==> config.mk <==
export PLATFORM = sky130hd
export DESIGN_NAME = revaluate_instance_cu
export DESIGN_NICKNAME = d
export VERILOG_FILES = /design/src/rtl/revaluate_instance_cu.sv
export SDC_FILE = /design/constraint.sdc
export NUM_CORES = 1
export LEC_CHECK = 0
export ABC_AREA = 1
export CAP_MARGIN = 20
export CORE_ASPECT_RATIO = 1.4
export CORE_MARGIN = 2
export CORE_UTILIZATION = 55
export DETAILED_ROUTE_END_ITERATION = 12
export DONT_BUFFER_PORTS = 1
export PLACE_DENSITY = 0.73
export SYNTH_ARGS = -nofsm -noshare
export SYNTH_HDL_FRONTEND = slang
export SYNTH_SLANG_ARGS = --single-unit
export TNS_END_PERCENT = 10
==> constraint.sdc <==
create_clock -name clk -period 1.4 [get_ports clk]
set_input_delay 0.28 -clock clk [delete_from_list [all_inputs] [get_ports clk]]
set_output_delay 0.28 -clock clk [all_outputs]
set_load 0.01 [all_outputs]
==> src/rtl/revaluate_instance_cu.sv <==
// Per-instance round re-evaluation sweeper: Read/Exec pair per slice, every slice of every round, then a Done pulse.
// Busy for 2*ROUNDS*SLICES+1 cycles after start; ready is low throughout and start is ignored while busy.
module revaluate_instance_cu #(
   parameter int ROUNDS  = 24,
   parameter int SLICES  = 64,
   parameter int ADDR_W  = 6,
   parameter int ROUND_W = 5
) (
   input  logic               clk,
   input  logic               rst,
   input  logic               start_instance,
   output logic               mem_rd_en,
   output logic               mem_wr_en,
   output logic               compute_en,
   output logic [ADDR_W-1:0]  mem_addr,
   output logic [ROUND_W-1:0] round_idx,
   output logic               last_round,
   output logic               done,
   output logic               ready
);

   typedef enum logic [1:0] {IDLE, READ, EXEC, DONE} state_t;

   localparam logic [ADDR_W-1:0]  SLICE_LAST = ADDR_W'(SLICES - 1);
   localparam logic [ROUND_W-1:0] ROUND_LAST = ROUND_W'(ROUNDS - 1);

   state_t             state, state_nxt;
   logic [ADDR_W-1:0]  slice, slice_nxt;
   logic [ROUND_W-1:0] round, round_nxt;

   always_ff @(posedge clk) begin
      if (!rst) begin
         state <= IDLE;
         slice <= '0;
         round <= '0;
      end else begin
         state <= state_nxt;
         slice <= slice_nxt;
         round <= round_nxt;
      end
   end

   always_comb begin
      state_nxt  = state;
      slice_nxt  = slice;
      round_nxt  = round;
      mem_rd_en  = 1'b0;
      mem_wr_en  = 1'b0;
      compute_en = 1'b0;
      mem_addr   = '0;
      round_idx  = '0;
      last_round = 1'b0;
      done       = 1'b0;
      ready      = 1'b0;
      case (state)
         IDLE: begin
            ready = 1'b1;
            if (start_instance) begin
               state_nxt = READ;
               slice_nxt = '0;
               round_nxt = '0;
            end
         end
         READ: begin
            mem_rd_en  = 1'b1;
            mem_addr   = slice;
            round_idx  = round;
            last_round = (round == ROUND_LAST);
            state_nxt  = EXEC;
         end
         EXEC: begin
            // Write-back targets the slice read in the previous cycle
            compute_en = 1'b1;
            mem_wr_en  = 1'b1;
            mem_addr   = slice;
            round_idx  = round;
            last_round = (round == ROUND_LAST);
            if (slice != SLICE_LAST) begin
               slice_nxt = slice + 1'b1;
               state_nxt = READ;
            end else if (round != ROUND_LAST) begin
               slice_nxt = '0;
               round_nxt = round + 1'b1;
               state_nxt = READ;
            end else begin
               state_nxt = DONE;
            end
         end
         DONE: begin
            done      = 1'b1;
            state_nxt = IDLE;
            slice_nxt = '0;
            round_nxt = '0;
         end
         default: state_nxt = IDLE;
      endcase
   end

   rd_wr_exclusive: assert property (@(posedge clk) !(mem_rd_en && mem_wr_en));

endmodule

-- Yosys cells after proc, flatten, opt, wreduce, memory -nomap -nowiden
Index checks and enable logic that the tools add are counted.
Widths: inputs -> output; s select.
- $add $sub $neg: 2
- equal/unequal tests: 10
- mux-type cells: 19
- reductions and logical operators: 5
- operator list (cell ; count):
    $mux 6 ; 4
    $mux 5 ; 4
    $pmux 6 s3 ; 1
    $pmux 5 s3 ; 1
    $pmux 2 s4 ; 1
    $add 6x1->6 const B ; 1
    $mux 2 ; 3
    $ne 2x2->1 const B ; 3
    $ne 6x6->1 const B ; 1
    $add 5x1->5 const B ; 1
    $eq 5x5->1 const B ; 1
    $mux 1 ; 5
    $ne 5x5->1 const B ; 1
    $eq 2x2->1 const B ; 2
    $reduce_and 4->1 ; 1
    $ne 3x3->1 const B ; 1
    $reduce_and 3->1 ; 1
    $reduce_bool 3->1 ; 1
    $eq 2x1->1 const B ; 1
    $logic_not 2->1 ; 1
    $reduce_or 2->1 ; 1
- bits in registers: 13
- bits of input ports: 3
- output and inout bits: 17
- logic and storage cells: 39

-- Longest topological paths before layout
- word-level depth: 4
- depth in mapped cells: 11
- mapped depth without buffers: 11

-- Worst setup path before layout
Ideal clock, no wire load.
- kind: register to register
- from: register state[0]
- to: register slice[1]
- setup time: 0.113 ns
- data arrival time: 1.425 ns
- setup slack: -0.138 ns
- stages on the path, launching flop included: 10
- cell sequence: dfxtp_1 inv_1 ha_1 buf_4 o21ai_0 inv_1 nand2_2 inv_2 nor2_1 nor2_1
- word-level cells in the longest chain between the ends: 3
- elaborated cells between the ends (all ways): 8
- ends and longest elaborated chain (what ; line ; source):
    start, declared ; 27 ; state_t state, state_nxt;
    start signal, assigned ; 37 ; state <= state_nxt;
    $eq 2x2->1 or $logic_not 2->1 (tied branches) ; 55 ; case (state)
    $ne 3x3->1 (no source line) (tied with other cells) ; -- ;
    $reduce_and 3->1 (no source line) ; -- ;
    end signal, assigned ; 38 ; slice <= slice_nxt;
    end, declared ; 28 ; logic [ADDR_W-1:0] slice, slice_nxt;
Several ways; a longest one is shown, not always the timed one.
A chain may end at the register's enable or synchronous reset.

-- Final worst setup path
- from: register state[0]
- to: output port last_round
- word-level cells in the longest chain between the ends: 3
- elaborated cells between the ends (all ways): 4
- ends and longest elaborated chain (what ; line ; source):
    $eq 2x2->1 or $eq 2x1->1 (tied branches) ; 55 ;
    $reduce_or 2->1 (no source line) (*) ; -- ;
    $mux 1 (*) ; -- ;
    end, declared ; 17 ; output logic last_round,
Mark *: on every way between the ends. The rest lies on a longest branch, timed or not.

==> run summary <==
required time reported for the critical path endpoint: 1.12 ns
ratio of cells with drive above 1 in the final layout: 31.1%
cell with the biggest individual delay on the critical path: sky130_fd_sc_hd__dfxtp_2
insertion delay to the later sink of the worst-skew pair: 0.29 ns
wire length of the first global-routing pass: 3650 µm
row cnt: 18
proportion of synthesized chip area in sequential cells: 25.7%
growth of design area from synthesis to finish: 23.2%
Power Total: 1.74 mW
number of remaining DRC errors: 0
share of the synthesized netlist area taken by xor and xnor gates: 0%
cts hold-fix bufs: 0
maximum vdd ir drop: 0.964 mV
TritonCTS clock tree: done
uppermost routed layer: met4
last element of the critical path: last_round
Max transition margin: 81.5%
kind of cell with the highest combined delay on the critical path: flip-flops
antenna diode count: 0
clock sink count: 13
finished layout cell area: 1250 µm²
number of buffer cells added on primary ports: 0
hold_sp: rst
initial standard-cell utilization of the core: 57.7%
cell chain of the critical path: inv_4 > ha_4 > inv_2 > nor3_2 > buf_4
routed length per placed instance: 12.4 µm
detailed-route wire length on metal 1: 1040 µm
share of the synthesized area in compound gates (AO/OA/AOI/OAI): 7.65%
Seq. cell area: 263 µm²
unrepaired setup endpoints after global routing: yes
startpoint of the most critical setup path: state[0]$_SDFFE_PN0P_
simple-gate portion of the synthesized area: 41.5%
result of the run: finished, violations left
most common library cell in the layout ignoring fill and taps: sky130_fd_sc_hd__nand2_1
Max Clock Skew: 0.000940 ns
dominant combinational cell family by area after synthesis: simple AND/OR/NAND/NOR gates
per-cell via count in the routed design: 5.18
category of the worst setup path capture point: output pin
Critical Path Fanout Max: 3
Placer Congestion: 0.747
multi-input gate area in the final layout: 637 µm²
htree depth: 1
full die area: 2210 µm²
violations in the final reports: setup timing
CP arrival: 1.28 ns
dpl hpwl: 1830 µm
vias after detailed routing: 1,052
maximum achievable frequency: 641 MHz
count of distinct cell types in the synthesized netlist: 25
number of CTS-inserted buffers: 3
cell leakage power: 0.639 nW
post-synthesis share of cell area spent on full adders, half adders and majority gates: 9.88%
total buffers and inverters traversed by the critical path: 3
Remaining Overflow, GRT: 0
detailed-routing iteration count for the pre-antenna-repair pass: 4
maximum number of pins on one net before global-route repair: 12
initial antenna violation count: 0
Avg Synthesized Cell Area: 6.22 µm²
sum of negative setup slack: -2.21 ns
multiplexer fraction of the synthesized cell area: 0%
detailed-routed wire length on met3: 44 µm
clock root buffer master: sky130_fd_sc_hd__clkbuf_4
final count of pins violating max slew: 0
final core utilization: 71.1%
delay of the slowest critical-path stage: 0.36 ns
y dimension of the die: 54.8 µm
count of cells along the worst register-to-register path: 8
gate count after technology mapping: 163
Post-Syn Nets: 174
commonest non-fill, non-tap cells in the layout: 40 x sky130_fd_sc_hd__nand2_1, 19 x sky130_fd_sc_hd__inv_1, 19 x sky130_fd_sc_hd__nor2_1
I/O pin count: 20
number of instances in the placed design: 195
Setup WS post-layout: -0.160 ns
DRC violation total after the first TritonRoute iteration: 14
total stage count of the critical path: 5
final cycle utilization of the critical path: 111%
reported max-cap violation count: 0
number of nets still failing antenna checks after routing: 0
Period minus WS final: 1.56 ns
Post-layout nets: 195
Horiz. Die Dim: 40.3 µm
Final Non-Filler Cells: 203
number of filler instances in the final layout: 148
dpl cell area: 1160 µm²
type of the tightest min-delay check: input pin to flop
worst-case register-to-register setup slack: -0.08 ns
clock-pin slew on the worst setup and hold paths: 0.08 ns
via count of the first global-routing pass: 899
Global Route Usage Sum: 24.3%
number of storage elements in the synthesis netlist: 13
pin slew with the least headroom to its limit: 0.276 ns
routed length on met2: 1380 µm
area of the mapped netlist: 1010 µm²
final-report setup violation count: 21
Detailed Route WL: 2520 µm
reg-to-reg endpoint: round[0]$_SDFFE_PN0P_
final number of hold-violating endpoints: 0
launching element type of the critical path: flop
core area: 1760 µm²
buffers from clock root to sink, at most: 2
Setup Crit Path Kind: flop to output pin
warning count from the yosys run: 0
power density over cell area: 1390 nW/µm²
Worst R2R Start: state[0]$_SDFFE_PN0P_
area by class of cell:
type / instances / area share (%)
multi-input cells: 111 / 51.0
flip-flops and latches: 13 / 21.0
repair buffers: 20 / 12.9
inverters: 35 / 10.9
clock buffers: 4 / 2.10
well taps: 20 / 2.00
report_power, final:
part	internal [mW]	switching [mW]
Combinational	0.410	0.576
Clock	0.111	0.138
Sequential	0.447	0.0565
Total	0.968	0.771
worst register-to-register path, cell delays in order (launching register included):
cell and delay, ns:
sky130_fd_sc_hd__dfxtp_2 0.34, sky130_fd_sc_hd__buf_4 0.14, sky130_fd_sc_hd__ha_1 0.20, sky130_fd_sc_hd__nor2_1 0.25, sky130_fd_sc_hd__nand2_2 0.14, sky130_fd_sc_hd__nor2_8 0.14, sky130_fd_sc_hd__nand2_1 0.06, sky130_fd_sc_hd__nand2_1 0.07
sky130_fd_sc_hd__nor2_1 0.04
how the worst min path moves through the flow:
stage                             to  slack, ns  cells past startpoint
6_report       round[3]$_SDFFE_PN0P_       0.10                      2
3_5_place_dp   round[3]$_SDFFE_PN0P_       0.41                      2
2_1_floorplan  slice[2]$_SDFFE_PN0P_       0.44                      2
4_1_cts        round[3]$_SDFFE_PN0P_        0.1                      2
3_3_place_gp   round[4]$_SDFFE_PN0P_       0.40                      2
5_1_grt        slice[4]$_SDFFE_PN0P_       0.12                      2
per-stage QoR:
step / setup WS [ns] / hold slack [ns]
3_5_place_dp: -0.0624 / 0.408
2_1_floorplan: 0.00830 / 0.438
6_report: -0.160 / 0.102
5_1_grt: -0.202 / 0.117
4_1_cts: -0.170 / 0.0971
3_3_place_gp: -0.0297 / 0.404
cells by family after synthesis:
logic type | Yosys count
flops | 13
buf+inv | 39
simple gates | 89
fa+ha+maj | 8
compound gates | 14
synth_stat cells:
master / instances / area, µm²
sky130_fd_sc_hd__clkbuf_1: 1 / 3.75
sky130_fd_sc_hd__a21oi_1: 3 / 15.0
sky130_fd_sc_hd__nor2_1: 19 / 71.3
sky130_fd_sc_hd__nand2_1: 40 / 150
sky130_fd_sc_hd__nor3_1: 3 / 15.0
sky130_fd_sc_hd__ha_1: 8 / 100
sky130_fd_sc_hd__or2_2: 1 / 6.26
sky130_fd_sc_hd__dfxtp_1: 13 / 260
sky130_fd_sc_hd__nand3_1: 15 / 75.1
sky130_fd_sc_hd__nand3_4: 1 / 17.5
sky130_fd_sc_hd__buf_4: 2 / 15.0
sky130_fd_sc_hd__nor2_8: 1 / 20.0
sky130_fd_sc_hd__nand4_1: 1 / 6.26
sky130_fd_sc_hd__nand3_2: 1 / 10.0
sky130_fd_sc_hd__o21ai_0: 7 / 35.0
sky130_fd_sc_hd__buf_2: 1 / 5.00
sky130_fd_sc_hd__a211oi_1: 1 / 7.51
sky130_fd_sc_hd__inv_2: 1 / 3.75
sky130_fd_sc_hd__nor2_2: 3 / 18.8
sky130_fd_sc_hd__inv_1: 34 / 128
sky130_fd_sc_hd__nor2_4: 1 / 11.3
sky130_fd_sc_hd__a21oi_2: 1 / 8.76
sky130_fd_sc_hd__a31oi_1: 1 / 6.26
sky130_fd_sc_hd__o21ai_1: 1 / 5.00
sky130_fd_sc_hd__nand2_2: 3 / 18.8
sequential cells by signal, indices dropped and copies added (netlist names):
register and cells:
round 5, state 2, slice 6
routing by layer:
metal	GRT usage [%]	vias to the layer above
met1	25.0	497
met5	0	-
met3	2.44	5
met2	46.8	13
li1	-	537
met4	10.6	0
timing repair:
item	4_1_cts	5_1_grt
resized for setup	19	4
hold endpoints to repair	0	0
setup buffers	2	2
pin swaps	2	2
setup endpoints to repair	22	25
Note: power is estimated with default switching activity, not from simulation.
